## config.mk

```make
export PLATFORM = sky130hd
export DESIGN_NAME = pipe_cu
export DESIGN_NICKNAME = d
export VERILOG_FILES = /design/src/rtl/cu_pkg.sv /design/src/rtl/cu_decode.sv /design/src/rtl/pipe_cu.sv
export SDC_FILE = /design/constraint.sdc
export NUM_CORES = 1
export LEC_CHECK = 0
export CORE_MARGIN = 4
export CORE_UTILIZATION = 26
export DETAILED_ROUTE_END_ITERATION = 8
export GPL_ROUTABILITY_DRIVEN = 0
export GPL_TIMING_DRIVEN = 0
export SYNTH_ARGS = -nofsm -noshare
export SYNTH_HDL_FRONTEND = slang
export SYNTH_SLANG_ARGS = --single-unit
```

## constraint.sdc

```tcl
create_clock -name clk -period 3.7 [get_ports clk]
set_clock_uncertainty 0.2 [all_clocks]
set_input_delay 0.74 -clock clk [delete_from_list [all_inputs] [get_ports clk]]
set_output_delay 0.74 -clock clk [all_outputs]
set_load 0.01 [all_outputs]
```

## src/rtl/cu_pkg.sv

```systemverilog
// rtl/cu_pkg.sv - opcodes, control enums, control bundle and bubble for pipe_cu
package cu_pkg;

  localparam logic [6:0] OP_R      = 7'b0110011;
  localparam logic [6:0] OP_IMM    = 7'b0010011;
  localparam logic [6:0] OP_LOAD   = 7'b0000011;
  localparam logic [6:0] OP_STORE  = 7'b0100011;
  localparam logic [6:0] OP_BRANCH = 7'b1100011;
  localparam logic [6:0] OP_LUI    = 7'b0110111;
  localparam logic [6:0] OP_JAL    = 7'b1101111;
  localparam logic [6:0] OP_JALR   = 7'b1100111;

  typedef enum logic [3:0] {
    ALU_ADD, ALU_SUB, ALU_AND, ALU_OR, ALU_XOR,
    ALU_SLT, ALU_SLTU, ALU_SLL, ALU_SRL, ALU_SRA
  } alu_ctrl_t;

  typedef enum logic [2:0] {IMM_I, IMM_S, IMM_B, IMM_U, IMM_J} imm_src_t;

  // Unused source fields are decoded as x0 so they never match a hazard or forward
  typedef struct packed {
    logic       reg_write;
    logic [1:0] result_src;
    logic       mem_write;
    logic       branch;
    logic       jump;
    logic       jalr;
    logic       alu_src;
    alu_ctrl_t  alu_ctrl;
    logic [2:0] funct3;
    logic [4:0] rs1;
    logic [4:0] rs2;
    logic [4:0] rd;
    logic       is_load;
    logic       illegal;
  } ctrl_bundle_t;

  localparam ctrl_bundle_t BUBBLE = '{
    reg_write: 1'b0, result_src: 2'b00, mem_write: 1'b0, branch: 1'b0,
    jump: 1'b0, jalr: 1'b0, alu_src: 1'b0, alu_ctrl: ALU_ADD,
    funct3: 3'b000, rs1: 5'd0, rs2: 5'd0, rd: 5'd0,
    is_load: 1'b0, illegal: 1'b0
  };

  function automatic logic [1:0] fwd_sel(logic [4:0] rs, ctrl_bundle_t m, ctrl_bundle_t w);
    if (rs != 5'd0 && m.reg_write && m.rd == rs) return 2'd2;
    if (rs != 5'd0 && w.reg_write && w.rd == rs) return 2'd1;
    return 2'd0;
  endfunction

endpackage

```

## src/rtl/cu_decode.sv

```systemverilog
// rtl/cu_decode.sv - combinational instruction to ctrl_bundle_t decoder
// JAL/JALR decode only when PIPE_CU_JUMP_EN is defined.
module cu_decode
  import cu_pkg::*;
#(
  parameter int XLEN = 32
) (
  input  logic [31:0]  instr,
  output ctrl_bundle_t ctrl,
  output imm_src_t     imm_src
);

  logic [6:0] opcode;
  logic [2:0] funct3;
  logic [6:0] funct7;
  logic       shamt_zero;
  logic       shamt_sra;
  logic       legal;
  alu_ctrl_t  base_op;

  assign opcode = instr[6:0];
  assign funct3 = instr[14:12];
  assign funct7 = instr[31:25];
  // RV64 shift immediates use instr[25] as shamt[5]
  assign shamt_zero = (XLEN == 64) ? (instr[31:26] == 6'b000000) : (funct7 == 7'b0000000);
  assign shamt_sra  = (XLEN == 64) ? (instr[31:26] == 6'b010000) : (funct7 == 7'b0100000);

  always_comb begin
    case (funct3)
      3'b000:  base_op = ALU_ADD;
      3'b001:  base_op = ALU_SLL;
      3'b010:  base_op = ALU_SLT;
      3'b011:  base_op = ALU_SLTU;
      3'b100:  base_op = ALU_XOR;
      3'b101:  base_op = ALU_SRL;
      3'b110:  base_op = ALU_OR;
      default: base_op = ALU_AND;
    endcase
  end

  always_comb begin
    ctrl        = BUBBLE;
    ctrl.funct3 = funct3;
    legal       = 1'b1;
    case (opcode)
      OP_R: begin
        ctrl.reg_write = 1'b1;
        ctrl.rs1       = instr[19:15];
        ctrl.rs2       = instr[24:20];
        ctrl.rd        = instr[11:7];
        if (funct7 == 7'b0000000) ctrl.alu_ctrl = base_op;
        else if (funct7 == 7'b0100000 && funct3 == 3'b000) ctrl.alu_ctrl = ALU_SUB;
        else if (funct7 == 7'b0100000 && funct3 == 3'b101) ctrl.alu_ctrl = ALU_SRA;
        else legal = 1'b0;
      end
      OP_IMM: begin
        ctrl.reg_write = 1'b1;
        ctrl.alu_src   = 1'b1;
        ctrl.rs1       = instr[19:15];
        ctrl.rd        = instr[11:7];
        ctrl.alu_ctrl  = base_op;
        if (funct3 == 3'b001) legal = shamt_zero;
        else if (funct3 == 3'b101 && shamt_sra) ctrl.alu_ctrl = ALU_SRA;
        else if (funct3 == 3'b101) legal = shamt_zero;
      end
      OP_LOAD: begin
        ctrl.reg_write  = 1'b1;
        ctrl.result_src = 2'd1;
        ctrl.alu_src    = 1'b1;
        ctrl.is_load    = 1'b1;
        ctrl.rs1        = instr[19:15];
        ctrl.rd         = instr[11:7];
        legal           = (funct3 != 3'b011) && (funct3[2:1] != 2'b11);
      end
      OP_STORE: begin
        ctrl.mem_write = 1'b1;
        ctrl.alu_src   = 1'b1;
        ctrl.rs1       = instr[19:15];
        ctrl.rs2       = instr[24:20];
        legal          = !funct3[2] && (funct3 != 3'b011);
      end
      OP_BRANCH: begin
        ctrl.branch   = 1'b1;
        ctrl.alu_ctrl = ALU_SUB;
        ctrl.rs1      = instr[19:15];
        ctrl.rs2      = instr[24:20];
        legal         = (funct3[2:1] != 2'b01);
      end
      OP_LUI: begin
        ctrl.reg_write = 1'b1;
        ctrl.alu_src   = 1'b1;
        ctrl.rd        = instr[11:7];
      end
`ifdef PIPE_CU_JUMP_EN
      OP_JAL: begin
        ctrl.reg_write  = 1'b1;
        ctrl.result_src = 2'd2;
        ctrl.jump       = 1'b1;
        ctrl.rd         = instr[11:7];
      end
      OP_JALR: begin
        ctrl.reg_write  = 1'b1;
        ctrl.result_src = 2'd2;
        ctrl.jalr       = 1'b1;
        ctrl.alu_src    = 1'b1;
        ctrl.rs1        = instr[19:15];
        ctrl.rd         = instr[11:7];
        legal           = (funct3 == 3'b000);
      end
`endif
      default: legal = 1'b0;
    endcase
    if (!legal) begin
      ctrl         = BUBBLE;
      ctrl.illegal = 1'b1;
    end
  end

  always_comb begin
    case (opcode)
      OP_STORE:  imm_src = IMM_S;
      OP_BRANCH: imm_src = IMM_B;
      OP_LUI:    imm_src = IMM_U;
      OP_JAL:    imm_src = IMM_J;
      default:   imm_src = IMM_I;
    endcase
  end

endmodule

```

## src/rtl/pipe_cu.sv

```systemverilog
// rtl/pipe_cu.sv - RV32I pipelined control unit: ID/EX/MEM/WB control, branches, hazards, forwarding
// PIPE_CU_JUMP_EN enables JAL/JALR redirects.
module pipe_cu
  import cu_pkg::*;
#(
  parameter int XLEN      = 32,
  parameter int REG_AW    = 5,
  parameter int ALUCTRL_W = 4
) (
  input  logic                 clk,
  input  logic                 rst_n,
  input  logic [31:0]          instr_d,
  input  logic                 zero_e,
  input  logic                 lt_e,
  input  logic                 ltu_e,
  output logic [2:0]           imm_src_d,
  output logic [ALUCTRL_W-1:0] alu_ctrl_e,
  output logic                 alu_src_e,
  output logic [1:0]           pc_src_e,
  output logic [1:0]           fwd_a_e,
  output logic [1:0]           fwd_b_e,
  output logic                 mem_write_m,
  output logic                 reg_write_m,
  output logic [REG_AW-1:0]    rd_m,
  output logic                 reg_write_w,
  output logic [REG_AW-1:0]    rd_w,
  output logic [1:0]           result_src_w,
  output logic                 stall_f,
  output logic                 stall_d,
  output logic                 flush_d,
  output logic                 flush_e,
  output logic                 illegal_e
);

  ctrl_bundle_t dec_d, id_ex, ex_mem, mem_wb;
  imm_src_t     imm_src;
  logic [1:0]   fwd_a, fwd_b;
  logic         taken, load_use, redirect;
  logic         unused_bits;

  cu_decode #(.XLEN(XLEN)) u_decode (.instr(instr_d), .ctrl(dec_d), .imm_src(imm_src));

  assign imm_src_d = imm_src;

  always_comb begin
    case (id_ex.funct3)
      3'b000:  taken = zero_e;
      3'b001:  taken = !zero_e;
      3'b100:  taken = lt_e;
      3'b101:  taken = !lt_e;
      3'b110:  taken = ltu_e;
      3'b111:  taken = !ltu_e;
      default: taken = 1'b0;
    endcase
  end

`ifdef PIPE_CU_JUMP_EN
  always_comb begin
    if (id_ex.jalr) pc_src_e = 2'd2;
    else if (id_ex.jump || (id_ex.branch && taken)) pc_src_e = 2'd1;
    else pc_src_e = 2'd0;
  end
`else
  assign pc_src_e = (id_ex.branch && taken) ? 2'd1 : 2'd0;
`endif

  assign load_use = id_ex.is_load && (id_ex.rd != 5'd0) &&
                    ((id_ex.rd == dec_d.rs1) || (id_ex.rd == dec_d.rs2));
  assign redirect = (pc_src_e != 2'd0);
  // A redirect squashes the stalled instruction anyway, so it wins over the stall
  assign stall_f  = load_use && !redirect;
  assign stall_d  = load_use && !redirect;
  assign flush_d  = redirect;
  assign flush_e  = redirect || load_use;

  // Forward selects are resolved one cycle early against the next MEM/WB occupants
  always_ff @(posedge clk) begin
    if (!rst_n) begin
      id_ex  <= BUBBLE;
      ex_mem <= BUBBLE;
      mem_wb <= BUBBLE;
      fwd_a  <= 2'd0;
      fwd_b  <= 2'd0;
    end else begin
      id_ex  <= flush_e ? BUBBLE : dec_d;
      fwd_a  <= flush_e ? 2'd0 : fwd_sel(dec_d.rs1, id_ex, ex_mem);
      fwd_b  <= flush_e ? 2'd0 : fwd_sel(dec_d.rs2, id_ex, ex_mem);
      ex_mem <= id_ex;
      mem_wb <= ex_mem;
    end
  end

  assign alu_ctrl_e   = ALUCTRL_W'(id_ex.alu_ctrl);
  assign alu_src_e    = id_ex.alu_src;
  assign illegal_e    = id_ex.illegal;
  assign fwd_a_e      = fwd_a;
  assign fwd_b_e      = fwd_b;
  assign mem_write_m  = ex_mem.mem_write;
  assign reg_write_m  = ex_mem.reg_write;
  assign rd_m         = REG_AW'(ex_mem.rd);
  assign reg_write_w  = mem_wb.reg_write;
  assign rd_w         = REG_AW'(mem_wb.rd);
  assign result_src_w = mem_wb.result_src;
  assign unused_bits  = ^{id_ex, ex_mem, mem_wb};

endmodule

```

## After elaboration in Yosys (flattened, before gate mapping)

Cells that the tools add are included.

| storage, ports and cells | value |
|---|---|
| flip-flop bits (word level) | 38 |
| bits of input ports | 37 |
| output and inout bits | 34 |
| logic and storage cells | 130 |

| cells by class | value |
|---|---|
| eq/ne operators | 26 |
| multiplexer cells | 45 |
| bitwise operators | 3 |
| reductions and logical operators | 37 |

Operators by type and width:

| cell | number |
|---|---|
| equality test 7 x 6 -> 1 bit (second input constant) | 4 |
| one-hot mux 4 bit (7 select lines) | 1 |
| two-way mux 1 bit | 23 |
| equality test 3 bit (second input constant) | 7 |
| equality test 5 bit | 4 |
| two-way mux 4 bit | 5 |
| two-way mux 17 bit | 1 |
| logical AND 1 bit | 16 |
| two-way mux 2 bit | 8 |
| two-way mux 5 bit | 3 |
| nonzero test 5 bit | 3 |
| equality test 7 bit (second input constant) | 2 |
| one-hot mux 1 bit (6 select lines) | 2 |
| one-hot mux 3 bit (4 select lines) | 1 |
| one-hot mux 4 bit (3 select lines) | 1 |
| OR reduction 4 bit | 3 |
| equality test 7 x 2 -> 1 bit (second input constant) | 1 |
| equality test 7 x 5 -> 1 bit (second input constant) | 1 |
| zero test 7 bit | 1 |
| equality test 3 x 1 -> 1 bit (second input constant) | 2 |
| equality test 3 x 2 -> 1 bit (second input constant) | 2 |
| zero test 3 bit | 2 |
| OR reduction 3 bit | 2 |
| zero test 1 bit | 5 |
| 8 further kinds | 11 |

## Depth between registers and ports, before layout

| logic depth | value |
|---|---|
| word-level depth | 16 |
| depth in mapped cells | 9 |
| depth with buffers taken out | 7 |

## Modules after synthesis

From an unflattened synthesis, not the netlist that was laid out.

| second synthesis, totals | value |
|---|---|
| cells, all modules | 264 |
| area, all modules | 2,269.7 µm² |

By module, submodules not included:

| module | instances | cells each | area an instance (µm²) | seq. area each (µm²) |
|---|---|---|---|---|
| pipe_cu | 1 | 171 | 1,657.8 | 820.8 |
| cu_decode | 1 | 93 | 611.8 | 0.0 |

## Least setup slack after synthesis

OpenSTA, ideal clock, no wires.

| timing | value |
|---|---|
| path type | in2out |
| start | input port instr_d[13] |
| end | output port stall_f |
| arrival time | 2.768 ns |
| required time | 2.760 ns |
| slack | -0.008 ns |
| stages | 9 |
| path buffers | 2 |
| path through | buf_2 -> nor2b_1 -> or4_4 -> a21oi_4 -> o21ai_4 -> a2111oi_2 -> o21ai_1 -> nor2_1 -> buf_4 |

| between the ends | value |
|---|---|
| longest elaborated chain between the ends | 11 |
| elaborated cells on any way between the ends | 23 |
| those cells by class | eq/ne: 7; mux: 8; reduce/logical: 8 |

Ends and longest elaborated chain:

| item | RTL line | text |
|---|---|---|
| start: declaration | pipe_cu.sv:12 | `input logic [31:0] instr_d,` |
| equality test 3 bit | cu_decode.sv:53, cu_decode.sv:63, cu_decode.sv:64 |  |
| logical AND 1 bit | cu_decode.sv:53, cu_decode.sv:63 |  |
| two-way mux 1 bit | cu_decode.sv:53 | `else if (funct7 == 7'b0100000 && funct3 == 3'b101) ctrl.alu_ctrl = ALU_SRA;` |
| two-way mux 1 bit | cu_decode.sv:52 | `else if (funct7 == 7'b0100000 && funct3 == 3'b000) ctrl.alu_ctrl = ALU_SUB;` |
| two-way mux 1 bit | cu_decode.sv:51 | `if (funct7 == 7'b0000000) ctrl.alu_ctrl = base_op;` |
| one-hot mux 1 bit (6 select lines) * | cu_decode.sv:45 | `case (opcode)` |
| two-way mux 17 bit * | cu_decode.sv:113 | `if (!legal) begin` |
| equality test 5 bit | pipe_cu.sv:68 | `((id_ex.rd == dec_d.rs1) \|\| (id_ex.rd == dec_d.rs2));` |
| logical OR 1 bit * | pipe_cu.sv:68 |  |
| logical AND 1 bit * | pipe_cu.sv:67 | `assign load_use = id_ex.is_load && (id_ex.rd != 5'd0) &&` |
| logical AND 1 bit * | - |  |
| end: declaration | pipe_cu.sv:28 | `output logic stall_f,` |

Every way passes the cells marked *; elsewhere a longest branch is shown, timed or not.

## Worst setup path in the final report

| timing | value |
|---|---|
| start | input port instr_d[5] |
| end | output port flush_e |

| between the ends | value |
|---|---|
| longest elaborated chain between the ends | 8 |
| elaborated cells on any way between the ends | 17 |
| those cells by class | eq/ne: 8; mux: 4; reduce/logical: 5 |

Ends and longest elaborated chain:

| item | RTL line | text |
|---|---|---|
| equality test 7 x 6 -> 1 bit (tied with other cells) | cu_decode.sv:45 |  |
| OR reduction 5 bit (no source line) or OR reduction 3 bit (tied branches) | - |  |
| two-way mux 5 bit | cu_decode.sv:45 |  |
| two-way mux 17 bit * | cu_decode.sv:113 |  |
| equality test 5 bit | pipe_cu.sv:68 |  |
| logical OR 1 bit * | pipe_cu.sv:68 |  |
| logical AND 1 bit * | pipe_cu.sv:67 |  |
| logical OR 1 bit * | pipe_cu.sv:74 | `assign flush_e = redirect \|\| load_use;` |
| end: declaration | pipe_cu.sv:31 | `output logic flush_e,` |

Marks and branches as above.

==> reports/metrics.yaml <==
synthesis:
  seq_area_frac_synth_pct: 35.2
  post_synth.cell_area_avg_um2: 8.57
  netlist_area_mm2: 0.00211
  synth_top_flop_cell: "dfxtp_1"
  netlist_instances: 246
  synthArstFlopShare_pct: 0
  yosysUniqueCellTypes: 57
  synth_edf_count: 0
  ys_seq_elements: 37
  ys_warn_count: 0
critical_path:
  start_kind: "input port"
  ff2ff_setup_slack_ns: 1.24
  r2r-start: "id_ex[3]$_SDFF_PP0_"
  required_ns: 2.76
  critPathKind: "in -> out"
  worstSetupEndpointType: "output pin"
  r2r.worst_path.cells: 7
  r2r-end: "id_ex[2]$_SDFF_PP0_"
  cp.arrival_ns: 2.85
  path_max_fanout: 7
final_layout:
  nFillCells: 799
  synthToLayoutAreaGrowth_pct: 52.1
  antenna_cells: 0
  nNetsFinal: 372
  layout-drive-gt1-share_pct: 23.8
floorplanning:
  die_y_um: 98.0
  start_util_pct: 27.0
  dieWidth_um: 98.0
  dieArea_mm2: 0.00961
  rows: 32
  core_mm2: 0.00781
  ios: 71
clock_tree:
  h-tree-depth: 2
  clockBufferDepth: 2
  clock_sinks: 37
  cts-root-buf: "clkbuf_8"
  cts_tree: "yes"
  ctsHoldBuffers: 0
  clk_latency_ns: 0.29
  numCtsBuffers: 5
  clkSlewWorstSetupHoldPaths_ns: 0.07
grt:
  track_usage_pct: 11.9
  grt_max_degree: 13
  grt_overflow: 0
  grt_pass1_wl_mm: 9.47
  antenna_found_initial: 0
  grt_pass1_vias: 1979
power:
  intPower_w: 0.000605
  pwr-share-comb_pct: 13.5
  power_switching_w: 0.000199
  power.share.clock_pct: 36.8
  powerDensity_mw_per_mm2: 251
  netSwitchingFraction_pct: 24.7
  power.share.sequential_pct: 49.6
  p_leak_nw: 1.28
  peakVddDrop_uv: 135
timing:
  tns_ns: -0.204
  fmax_ghz: 0.264
  setup_viol: 3
  worst_slack_ns: -0.0922
  slew_violations: 0
  hold_violations: 0
  timing.final.crit_share_pct: 102
  fin_crit_ns: 3.79
  rsz0062_at_grt: "true"
drt:
  dr.pass1.iters: 6
  first_iter_violations: 64
  drt_drc_violations_left: 0
  routed-via-count: 2053
  antenna_left: 0
  viasPerCell: 4.69
  totalWireLength_mm: 5.84
  wl_per_cell_um: 13.3
status:
  violations: "negative setup slack"
  status: "finished with violations"
place:
  io_buffers: 66
  hpwl_mm: 4.39
  place_ws_ns: -1.17
min_path:
  min_path_type: "reg -> reg"
  whs_path_depth: 1
  holdCritStartpoint: "ex_mem[29]$_SDFF_PN0_"
  min_delay_worst_endpoint: "result_src_w[0]$_SDFF_PN0_"
flow_run:
  max_cap_violations: 0
## registers in the layout, indices dropped and copies added, names as in the netlist, 2 cells and up
register	flops
fwd_a_e	2
id_ex	12
rd_w	5
fwd_b_e	2
rd_m	5
alu_ctrl_e	4
## layout make-up
| type | instances | area [um^2] | share of cell area, % |
|---|---|---|---|
| Inverter | 6 | 22.5 | 0.703 |
| Tap cell | 102 | 128 | 3.98 |
| Clock buffer | 6 | 82.6 | 2.58 |
| Buffer | 19 | 138 | 4.30 |
| Multi-Input combinational cell | 185 | 1330 | 41.6 |
| Sequential cell | 37 | 741 | 23.1 |
| Clock inverter | 2 | 13.8 | 0.430 |
| Timing Repair Buffer | 81 | 747 | 23.3 |
## power groups by stage
stage          clock network [W]  registers [W]  logic (W)
6_report                0.000296       0.000399   0.000109
4_1_cts                 0.000306       0.000399   0.000104
5_1_grt                 0.000322       0.000399   0.000119
3_3_place_gp                   0       0.000409   0.000102
2_1_floorplan                  0       0.000409  0.0000433
3_5_place_dp                   0       0.000409   0.000103
## synth_stat cells (5+ instances only)
cell | count | share of area, %
dfxtp_1 | 37 | 35
nand2_1 | 24 | 4.3
nor2_1 | 21 | 3.7
and2_1 | 16 | 4.8
buf_4 | 14 | 5.0
o21ai_0 | 12 | 2.9
xnor2_1 | 12 | 5.0
nor3_1 | 10 | 2.4
nand2b_1 | 8 | 2.4
inv_1 | 6 | 1.1
nor4_1 | 6 | 1.8
xor2_1 | 5 | 2.1
## metrics by stage
step                utilization, %  hold slack [ns]  cell area, um^2  std cells  power, W
floorplan                        -            0.212             2110        247  0.000452
finish                        41.0            0.234             3200        438  0.000804
CTS                           39.6            0.237             3090        432  0.000810
global placement              37.2            0.227             2900        415  0.000511
global route                  41.0            0.272             3200        438  0.000841
detailed placement            37.2            0.220             2900        415  0.000512
## cell families after synthesis
kind of cell,after synthesis,synth area share (%)
XOR/XNOR,17,7.07
AO/OA/AOI/OAI,45,16.6
AND/OR/NAND/NOR,118,32.1
flip-flops,37,35.2
buffers and inverters,25,7.42
other,1,0.178
multiplexers,3,1.48
## metal layers
metal	GRT usage [%]	vias up	routed length [um]	share of wire (%)
li1	-	1036	-	-
met3	3.14	9	383	6.6
met5	0	-	0	0
met2	20.3	66	2870	49
met4	3.19	0	81	1.4
met1	14.9	942	2500	43
## worst max path at each step
stage                      from  cells after the start       to
global placement    instr_d[26]                     10  stall_f
floorplan           instr_d[13]                      9  stall_f
global route         instr_d[6]                     11  flush_e
finish               instr_d[5]                     11  flush_e
CTS                  instr_d[5]                     11  stall_f
detailed placement  instr_d[25]                     10  stall_f
## cells in the final DEF (no fill, tap or decap), types with 4 or more instances in the layout
master | synthesis | routed
a31oi_1 | 4 | 4
and2_1 | 16 | 16
buf_2 | 2 | 6
buf_4 | 14 | 28
buf_6 | 1 | 7
clkbuf_2 | 0 | 5
clkbuf_8 | 0 | 6
clkdlybuf4s50_1 | 0 | 43
dfxtp_1 | 37 | 37
dlymetal6s2s_1 | 0 | 5
inv_1 | 6 | 6
nand2_1 | 24 | 23
nand2b_1 | 8 | 7
nand3_1 | 4 | 4
nor2_1 | 21 | 19
nor3_1 | 10 | 10
nor4_1 | 6 | 4
o21ai_0 | 12 | 11
xnor2_1 | 12 | 12
xor2_1 | 5 | 5
## what timing repair did
item                       4_1_cts  5_1_grt
gates resized for setup         62       39
cloned                           0        0
pin swaps                       10       11
buffers inserted                 9        6
setup endpoints to repair        3        3
## critical path, stage by stage
cell and delay (ns):
buf_8 0.10, or3b_4 0.22, and4bb_1 0.19, a221o_2 0.46, o21a_1 0.25, a2111oi_4 0.40, o21ai_4 0.09, buf_4 0.15
buf_6 0.11, nand2_2 0.06, buf_6 0.10
Power figures use the tool's default switching activity.
